$ cat config.mk
export PLATFORM = sky130hd
export DESIGN_NAME = nios2_oci_dct_capture
export DESIGN_NICKNAME = d
export VERILOG_FILES = /design/src/rtl/nios2_oci_dct_pkg.sv /design/src/rtl/nios2_oci_dct_fifo.sv /design/src/rtl/nios2_oci_dct_capture.sv
export SDC_FILE = /design/constraint.sdc
export NUM_CORES = 1
export LEC_CHECK = 0
export ABC_AREA = 1
export BUFFER_PORTS_ARGS = -buffer_cell sky130_fd_sc_hd__buf_4
export CORE_UTILIZATION = 35
export DETAILED_ROUTE_END_ITERATION = 6
export SLEW_MARGIN = 20
export SYNTH_ARGS = -nofsm -noshare
export SYNTH_HDL_FRONTEND = slang
export SYNTH_SLANG_ARGS = --single-unit
$ cat constraint.sdc
create_clock -name clk -period 5.1 [get_ports clk]
set_input_delay 0.255 -clock clk [delete_from_list [all_inputs] [get_ports clk]]
set_output_delay 0.255 -clock clk [all_outputs]
set_load 0.01 [all_outputs]
$ cat src/rtl/nios2_oci_dct_pkg.sv
// Shared types and default widths for the OCI DCT capture block.
//   dct_state_e  : capture FSM state encoding
//   dct_entry_t  : {count, payload} FIFO entry at the default widths
package nios2_oci_dct_pkg;

  localparam int DEF_DCT_WIDTH   = 30;
  localparam int DEF_COUNT_WIDTH = 4;

  typedef enum logic [1:0] {
    CAPTURE = 2'd0,
    DRAIN   = 2'd1,
    DONE    = 2'd2
  } dct_state_e;

  typedef struct packed {
    logic [DEF_COUNT_WIDTH-1:0] count;
    logic [DEF_DCT_WIDTH-1:0]   payload;
  } dct_entry_t;

endpackage

$ cat src/rtl/nios2_oci_dct_fifo.sv
// First-word-fall-through FIFO with synchronous active-high reset.
// Ports:
//   clk, reset       : clock and synchronous reset (clears pointers and level)
//   push_i, wdata_i  : write request and data; dropped when full unless popping
//   pop_i            : read request; ignored when empty
//   rdata_o          : entry at the read pointer (combinational from storage)
//   full_o, empty_o  : level == DEPTH / level == 0
//   level_o          : number of stored entries, 0..DEPTH
module nios2_oci_dct_fifo
  import nios2_oci_dct_pkg::*;
#(
  parameter int WIDTH     = DEF_COUNT_WIDTH + DEF_DCT_WIDTH,
  parameter int DEPTH     = 16,
  parameter int PTR_WIDTH = 4
) (
  input  logic                 clk,
  input  logic                 reset,
  input  logic                 push_i,
  input  logic                 pop_i,
  input  logic [WIDTH-1:0]     wdata_i,
  output logic [WIDTH-1:0]     rdata_o,
  output logic                 full_o,
  output logic                 empty_o,
  output logic [PTR_WIDTH:0]   level_o
);

  localparam logic [PTR_WIDTH:0] FULL_LVL = (PTR_WIDTH+1)'(DEPTH);

  logic [WIDTH-1:0]     mem_q [DEPTH];
  logic [PTR_WIDTH-1:0] wr_ptr_q, wr_ptr_d;
  logic [PTR_WIDTH-1:0] rd_ptr_q, rd_ptr_d;
  logic [PTR_WIDTH:0]   level_q, level_d;
  logic                 do_push, do_pop;

  assign full_o  = (level_q == FULL_LVL);
  assign empty_o = (level_q == '0);
  assign level_o = level_q;
  assign rdata_o = mem_q[rd_ptr_q];

  assign do_pop  = pop_i && !empty_o;
  // A write at full is legal when the same cycle frees a slot.
  assign do_push = push_i && (!full_o || do_pop);

  always_comb begin
    wr_ptr_d = wr_ptr_q;
    rd_ptr_d = rd_ptr_q;
    level_d  = level_q;
    if (do_push) wr_ptr_d = wr_ptr_q + PTR_WIDTH'(1);
    if (do_pop)  rd_ptr_d = rd_ptr_q + PTR_WIDTH'(1);
    case ({do_push, do_pop})
      2'b10:   level_d = level_q + (PTR_WIDTH+1)'(1);
      2'b01:   level_d = level_q - (PTR_WIDTH+1)'(1);
      default: level_d = level_q;
    endcase
  end

  always_ff @(posedge clk) begin
    if (reset) begin
      wr_ptr_q <= '0;
      rd_ptr_q <= '0;
      level_q  <= '0;
    end else begin
      wr_ptr_q <= wr_ptr_d;
      rd_ptr_q <= rd_ptr_d;
      level_q  <= level_d;
    end
  end

  // Storage needs no reset: entries are only visible once the level says so.
  always_ff @(posedge clk) begin
    if (do_push) mem_q[wr_ptr_q] <= wdata_i;
  end

endmodule

$ cat src/rtl/nios2_oci_dct_capture.sv
// Captures non-empty DCT frames into a FIFO, drains them through a
// valid/ready port, counts dropped frames and signals completion after
// end of test once the FIFO is empty.
// Ports:
//   clk, reset                 : clock and synchronous active-high reset
//   dct_buffer, dct_count      : frame payload and item count (0 = empty frame)
//   dct_valid                  : frame strobe
//   test_ending                : stop capture, begin drain
//   test_has_ended             : test complete (held in a sticky flag)
//   rd_ready / rd_valid        : read handshake
//   rd_data                    : {count, payload} of the head entry
//   fill_level                 : entries buffered, 0..DEPTH
//   overflow_count             : saturating count of rejected frames
//   capture_done               : DONE state reached
//
// state   | meaning
// CAPTURE | frames pushed, pops allowed
// DRAIN   | pushes ignored, pops continue until empty and test has ended
// DONE    | idle until reset; no pushes, no pops, rd_valid low
module nios2_oci_dct_capture
  import nios2_oci_dct_pkg::*;
#(
  parameter int DCT_WIDTH   = DEF_DCT_WIDTH,
  parameter int COUNT_WIDTH = DEF_COUNT_WIDTH,
  parameter int DEPTH       = 16,
  parameter int PTR_WIDTH   = 4,
  parameter int OVF_WIDTH   = 16
) (
  input  logic                             clk,
  input  logic                             reset,
  input  logic [DCT_WIDTH-1:0]             dct_buffer,
  input  logic [COUNT_WIDTH-1:0]           dct_count,
  input  logic                             dct_valid,
  input  logic                             test_ending,
  input  logic                             test_has_ended,
  input  logic                             rd_ready,
  output logic                             rd_valid,
  output logic [COUNT_WIDTH+DCT_WIDTH-1:0] rd_data,
  output logic [PTR_WIDTH:0]               fill_level,
  output logic [OVF_WIDTH-1:0]             overflow_count,
  output logic                             capture_done
);

  dct_state_e           state_q, state_d;
  logic                 ended_q, ended_d;
  logic [OVF_WIDTH-1:0] ovf_q, ovf_d;
  logic                 push_req, push_acc, pop;
  logic                 fifo_full, fifo_empty;
  logic [PTR_WIDTH:0]   level_after_pop;

  nios2_oci_dct_fifo #(
    .WIDTH     (COUNT_WIDTH + DCT_WIDTH),
    .DEPTH     (DEPTH),
    .PTR_WIDTH (PTR_WIDTH)
  ) u_fifo (
    .clk     (clk),
    .reset   (reset),
    .push_i  (push_acc),
    .pop_i   (pop),
    .wdata_i ({dct_count, dct_buffer}),
    .rdata_o (rd_data),
    .full_o  (fifo_full),
    .empty_o (fifo_empty),
    .level_o (fill_level)
  );

  assign rd_valid       = !fifo_empty && (state_q != DONE);
  assign pop            = rd_valid && rd_ready;
  assign push_req       = dct_valid && (dct_count != '0) && (state_q == CAPTURE);
  assign push_acc       = push_req && (!fifo_full || pop);
  assign capture_done   = (state_q == DONE);
  assign overflow_count = ovf_q;
  // DRAIN never pushes, so the post-pop level is just level minus the pop.
  assign level_after_pop = fill_level - (PTR_WIDTH+1)'(pop);

  always_comb begin
    ended_d = ended_q || test_has_ended;
    ovf_d   = ovf_q;
    if (push_req && !push_acc && (ovf_q != '1)) ovf_d = ovf_q + OVF_WIDTH'(1);
  end

  always_comb begin
    state_d = state_q;
    case (state_q)
      CAPTURE: if (test_ending || test_has_ended) state_d = DRAIN;
      // Uses this cycle's test_has_ended so a late end-of-test pulse
      // completes on the same edge that latches the flag.
      DRAIN:   if (ended_d && (level_after_pop == '0)) state_d = DONE;
      DONE:    state_d = DONE;
      default: state_d = CAPTURE;
    endcase
  end

  always_ff @(posedge clk) begin
    if (reset) begin
      state_q <= CAPTURE;
      ended_q <= 1'b0;
      ovf_q   <= '0;
    end else begin
      state_q <= state_d;
      ended_q <= ended_d;
      ovf_q   <= ovf_d;
    end
  end

endmodule
## After elaboration in Yosys (flattened, before gate mapping)

Memories as Yosys holds them, arrays and structs flattened. A register that Yosys moved wholly into a read port is not among the register bits.
Index checks and enable logic that the tools add are counted.

- Register bits after elaboration: 32
- Memory bits (writable): 544
- Input port bits: 40
- Word-level logic and storage cells: 53
- Memories kept: 1

- Add/sub/neg operators: 6
- Eq/ne operators: 9
- Muxes and demuxes: 8
- Reductions and logical operators: 23

Memory list:

| memory | words | bits a word | rd ports | clocked after memory_dff | write ports | line | text |
|---|---|---|---|---|---|---|---|
| u_fifo.mem_q | 16 | 34 | 1 | 1 | 1 | nios2_oci_dct_fifo.sv:29 | `logic [WIDTH-1:0] mem_q [DEPTH];` |

Operators with widths:

| kind | number |
|---|---|
| $add 16x1->16 const B | 1 |
| $ne 16x16->1 const B | 1 |
| $logic_and 1x1->1 | 10 |
| $logic_not 5->1 | 2 |
| $pmux 5 s2 | 1 |
| $add 4x1->4 const B | 2 |
| $mux 4 | 2 |
| $pmux 2 s3 | 1 |
| $add 5x1->5 const B | 1 |
| $eq 5x5->1 const B | 1 |
| $sub 5x1->5 | 1 |
| $sub 5x1->5 const B | 1 |
| $eq 2x1->1 const B | 2 |
| $eq 2x2->1 const B | 2 |
| $logic_or 1x1->1 | 4 |
| $mux 2 | 2 |
| $ne 2x2->1 const B | 2 |
| $reduce_bool 4->1 | 1 |
| $logic_not 1->1 | 3 |
| $logic_not 2->1 | 1 |
| $mux 1 | 2 |
| $ne 2x1->1 const B | 1 |
| $reduce_and 2->1 | 1 |
| $reduce_bool 2->1 | 1 |

## Depth between registers and ports, before layout

- Depth after elaboration: 9
- Depth in mapped cells: 19
- Mapped depth without buffers: 19

## Hierarchy

Synthesis repeated with hierarchy kept, for this count alone.

- Cells, all modules: 2042
- Area total of the unflattened synthesis: 24143.2 µm²

Modules (own cells, without submodules):

| module | instances | cells each | area an instance (µm²) |
|---|---|---|---|
| nios2_oci_dct_fifo | 1 | 1845 | 22878.2 |
| nios2_oci_dct_capture | 1 | 197 | 1265.0 |

## Least setup slack after synthesis

OpenSTA, ideal clock, no wires.

- Path type: register to register
- Start: reg state_q[0]
- End: mem u_fifo.mem_q[0][0] (netlist bit) (enable)
- Arrival: 2.816 ns
- Slack: 1.859 ns
- Stages on the path, launching flop included: 8
- Path buffers: 0
- Clock period less this slack: 3.241 ns
- Cells stage by stage: dfxtp_1 > inv_1 > ha_1 > o211ai_2 > nand2_1 > inv_1 > nand2_1 > nor2_1

- Cells in the longest elaborated chain, start to end: 8
- Elaborated cells on any way between the ends: 12
- Classes of those cells: 1 x eq/ne; 2 x mux; 9 x reduce/logical

Ends and longest elaborated chain:

| what | line | text |
|---|---|---|
| start: declaration | nios2_oci_dct_capture.sv:44 | `dct_state_e state_q, state_d;` |
| start signal: assignment | nios2_oci_dct_capture.sv:100 | `state_q <= state_d;` |
| $ne 2x2->1 | nios2_oci_dct_capture.sv:67 | `assign rd_valid = !fifo_empty && (state_q != DONE);` |
| $logic_and 1x1->1 | nios2_oci_dct_capture.sv:67 |  |
| $logic_and 1x1->1 | nios2_oci_dct_capture.sv:68 | `assign pop = rd_valid && rd_ready;` |
| $logic_or 1x1->1 / $logic_and 1x1->1 (equally long branches) | nios2_oci_dct_capture.sv:70, nios2_oci_dct_fifo.sv:40 |  |
| $logic_and 1x1->1 / $logic_or 1x1->1 (equally long branches) | nios2_oci_dct_capture.sv:70, nios2_oci_dct_fifo.sv:42 |  |
| $logic_and 1x1->1 * | nios2_oci_dct_fifo.sv:42 | `assign do_push = push_i && (!full_o \|\| do_pop);` |
| $mux 1 * | nios2_oci_dct_fifo.sv:71 | `if (do_push) mem_q[wr_ptr_q] <= wdata_i;` |
| $mux 1 (implied by the code) * | nios2_oci_dct_fifo.sv:71 |  |
| end: declaration | nios2_oci_dct_fifo.sv:29 |  |

Every way passes the cells marked *; elsewhere a longest branch is shown, timed or not.

==> impl_metrics.tcl <==
set metrics [dict create \
    status "finished clean" \
    fmaxAchievable_ghz 0.270 \
    final_hold_viol_count 0 \
    synth.avg_cell_area_um2 12.3 \
    dp_worst_setup_slack_ns 1.81 \
    multi_input_area_um2 5740 \
    synth_top_family_by_area "compound AO/OA/AOI/OAI gates" \
    groute.usage.overall 0.170 \
    combined_area_of_all_synthesized_cells_um2 23300 \
    grt_start_max_net_pins 122 \
    worstSetupEndpointType "output pin" \
    place_congestion 0.791 \
    timing.final.setup_violations 0 \
    yosys_warnings 0 \
    yosysTopAreaCell "sky130_fd_sc_hd__edfxtp_1" \
    worst_clock_skew_ns 0.0428 \
    total_power_after_layout_mw 12.7 \
    synthMostInstantiatedCell "sky130_fd_sc_hd__edfxtp_1" \
    worstSetupStartpointType "flip-flop" \
    synth-xor-area-share 0.00600 \
    timing.rr.start "state_q[0]$_SDFFE_PP0P_" \
    max_transition_viols_final 0 \
    hold-path-cell-count 4 \
    synth-adder-area-share 0.00750 \
    power.density_nw_per_um2 460 \
    ir_worst_vdd_mv 0.305 \
    synth.distinct_cells 30 \
    vias 15200 \
    critPathBufInv 2 \
    synth-compound-area-share 0.117 \
    synth-seq-cells 580 \
    cts-root-to-sink-buffers 3 \
    cts_post_setup_buffers_inserted 0 \
    route.detailed.vias_per_inst 5.19 \
    pin_count 97 \
    seq_power_share 0.439 \
    cp_top_family "buffers and inverters" \
    dp.final_hpwl_mm 32.3 \
    setup.reg_to_reg.worst_slack_ns 1.89 \
    tritoncts_num_sinks 580 \
    worst_path_largest_cell_delay_ns 0.94 \
    ys.flop_type "sky130_fd_sc_hd__edfxtp_1" \
    tritoncts "yes" \
    switching_power_mw 3.76 \
    critical_path.cell_chain "clkinv_2 > o211ai_1 > o211ai_1 > nand2_1 > buf_4" \
    final_period_minus_worst_setup_slack_ns 3.70 \
    worst_hold_startpoint "rd_ready" \
    sequential_cell_area_um2 17100 \
    cellInternalPower_mw 8.92 \
    fp.dieW_um 260 \
    cp_slowest_cell "sky130_fd_sc_hd__clkinv_2" \
    overflow 0 \
    synth.area.top_cells "sky130_fd_sc_hd__edfxtp_1 70%, sky130_fd_sc_hd__nor2_1 7.3%, sky130_fd_sc_hd__o21ai_0 6.2%" \
    dr.pass1.iters 7 \
    netlist_top_cells_count "544 x sky130_fd_sc_hd__edfxtp_1, 453 x sky130_fd_sc_hd__nor2_1, 287 x sky130_fd_sc_hd__o21ai_0" \
    worst_r2r_path_depth 8 \
    insertedDiodeCount 0 \
    postSynth.asyncResetShare 0 \
    drt.antenna.violating_nets 0 \
    drt_iter0_markers 1338 \
    drv.max_cap_violation_count 0 \
    proportion_of_netlist_area_held_by_the_largest_area_contributor 0.700 \
    synth.net_count 1949 \
    antenna_found_initial 1 \
    unrepaired_setup_endpoints_after_global_routing "false" \
    drc 0 \
    post-route-period-util 0.726 \
    initial_utilization 0.354 \
    cts_root_buffer "sky130_fd_sc_hd__clkbuf_16" \
    cts.htree.levels 2 \
    worst_slew_pin_slew_ns 1.09 \
    routed_wirelength_mm 57.8 \
    power.static_leakage_nw 8.98 \
    hold_class "in2reg" \
    critPathArrivalTime_ns 3.45 \
    clock_power_share 0.351 \
    tritoncts.num_buffers 59 \
    areaGrowthSynthToFinish_pct 18.0 \
    timing.critical_path.required_ns 4.85 \
    synth_edf_count 544 \
    postSynthCellCount 1895 \
    cp_common_cell "sky130_fd_sc_hd__o211ai_1" \
    netSwitchingFraction 0.297 \
    timing.setup.critical_path_class "reg2out" \
    synth.mux.area_fraction 0 \
    synth-seq-area-share 0.731 \
    max_slew_margin 0.272 \
    die_area_um2 67700 \
    wl_per_cell_um 19.8 \
    buffer_ports.inserted 96 \
    die-height_um 260 \
    power.combinational.fraction 0.210 \
    nets 2059 \
    grt_first_pass_wirelength_mm 89.1 \
    core_region_area_um2 65900 \
    reg2reg_to "u_fifo.mem_q[0][3]$_DFFE_PP_" \
    finalCoreUtilization 0.418 \
    placementRows 94 \
    clock_pin_transition_on_the_worst_setup_and_hold_timing_paths_ns 0.06 \
    fin_ws_ns 1.40 \
    clk_latency_ns 0.64 \
    setup-tns-final_ns 0 \
    nFillCells 6068 \
    cp_max_fo 51 \
    vias_in_the_first_global_route 14900 \
    final_layout_size_suffix_gt1_frac 0.121 \
    post_synth_and_or_nand_nor_area_fraction 0.110 \
]
[stage by stage]
step / hold slack (ns) / instance area (um^2) / std cells
3_3_place_gp: 0.445 / 25000 / 2764
2_1_floorplan: 0.354 / 23300 / 1895
4_1_cts: 0.0729 / 27500 / 2918
3_5_place_dp: 0.477 / 25100 / 2769
5_1_grt: 0.133 / 27500 / 2920
6_report: 0.116 / 27500 / 2920
[power groups by stage]
| stage | Sequential (mW) | Clock [mW] | Combinational (mW) |
|---|---|---|---|
| 3_3_place_gp | 5.66 | 0 | 2.61 |
| 5_1_grt | 5.59 | 4.69 | 3.00 |
| 3_5_place_dp | 5.67 | 0 | 2.65 |
| 6_report | 5.57 | 4.45 | 2.66 |
| 2_1_floorplan | 5.58 | 0 | 1.73 |
| 4_1_cts | 5.57 | 4.52 | 2.69 |
[tightest hold or removal path: cells and delay by family]
kind	cells	cell delay, ns
buffers and inverters	1	0.10
AND/OR/NAND/NOR	2	0.27
AO/OA/AOI/OAI	1	0.08
[metal layers]
metal | global-route usage | routed length, um | vias to the layer above
met5 | 0 | 13 | -
met4 | 0.0461 | 1240 | 2
met3 | 0.0253 | 3280 | 77
met2 | 0.274 | 27300 | 496
met1 | 0.240 | 26000 | 7510
li1 | - | - | 7079
[worst max-delay path by stage]
stage	from	cells past startpoint	endpoint	slack, ns
6_report	flip-flop	5	rd_data[29]	1.40
5_1_grt	flip-flop	9	rd_data[6]	1.27
4_1_cts	flip-flop	9	rd_data[6]	1.50
3_5_place_dp	state_q[0]$_SDFFE_PP0P_	8	u_fifo.mem_q[5][9]$_DFFE_PP_	1.81
3_3_place_gp	state_q[0]$_SDFFE_PP0P_	9	u_fifo.mem_q[4][7]$_DFFE_PP_	1.82
2_1_floorplan	state_q[0]$_SDFFE_PP0P_	7	u_fifo.mem_q[0][0]$_DFFE_PP_	1.86
[what timing repair did]
item / in CTS / in global routing
resized for setup: 0 / 0
hold buffers: 37 / 0
hold endpoints to repair: 554 / 0
[cells by family after synthesis]
| family | Yosys count |
|---|---|
| AND/OR/NAND/NOR | 656 |
| flip-flops | 580 |
| AO/OA/AOI/OAI | 475 |
| buffers and inverters | 154 |
| XOR/XNOR | 16 |
| adder cells (fa/ha/maj) | 14 |
[area by class of cell]
class | instances | area share
Tap cell | 864 | 0.0393
Clock inverter | 42 | 0.0179
Timing Repair Buffer | 165 | 0.0541
Clock buffer | 70 | 0.0551
Sequential cell | 580 | 0.620
Inverter | 38 | 0.00550
Multi-Input combinational cell | 1161 | 0.208
[flip-flops by register name, indices dropped and copies added (netlist names), named ones only]
signal and flops:
ended_q 1, overflow_count 16, state_q 2, u_fifo.level_o 5, u_fifo.mem_q 544, u_fifo.rd_ptr_q 4
u_fifo.wr_ptr_q 4
[cell usage in the layout, fill, tap and decap left out, types with 3 or more instances in the layout]
cell type	n
sky130_fd_sc_hd__dfxtp_1	32
sky130_fd_sc_hd__dlygate4sd3_1	37
sky130_fd_sc_hd__xor2_1	10
sky130_fd_sc_hd__clkbuf_16	59
sky130_fd_sc_hd__nand3_1	55
sky130_fd_sc_hd__buf_12	3
sky130_fd_sc_hd__clkinv_2	15
sky130_fd_sc_hd__a21oi_1	27
sky130_fd_sc_hd__xnor2_1	6
sky130_fd_sc_hd__clkbuf_1	11
sky130_fd_sc_hd__bufinv_16	9
sky130_fd_sc_hd__clkinv_1	11
sky130_fd_sc_hd__nand4_1	5
sky130_fd_sc_hd__edfxtp_1	544
sky130_fd_sc_hd__inv_1	34
sky130_fd_sc_hd__o21ai_0	287
sky130_fd_sc_hd__nor2_4	17
sky130_fd_sc_hd__ha_1	14
sky130_fd_sc_hd__buf_4	119
sky130_fd_sc_hd__buf_16	6
sky130_fd_sc_hd__o21ai_1	23
sky130_fd_sc_hd__nand2_1	133
sky130_fd_sc_hd__o211ai_1	136
sky130_fd_sc_hd__clkinvlp_4	3
sky130_fd_sc_hd__dfxtp_4	3
sky130_fd_sc_hd__nor2_1	437
Note: power is estimated with default switching activity, not from simulation.
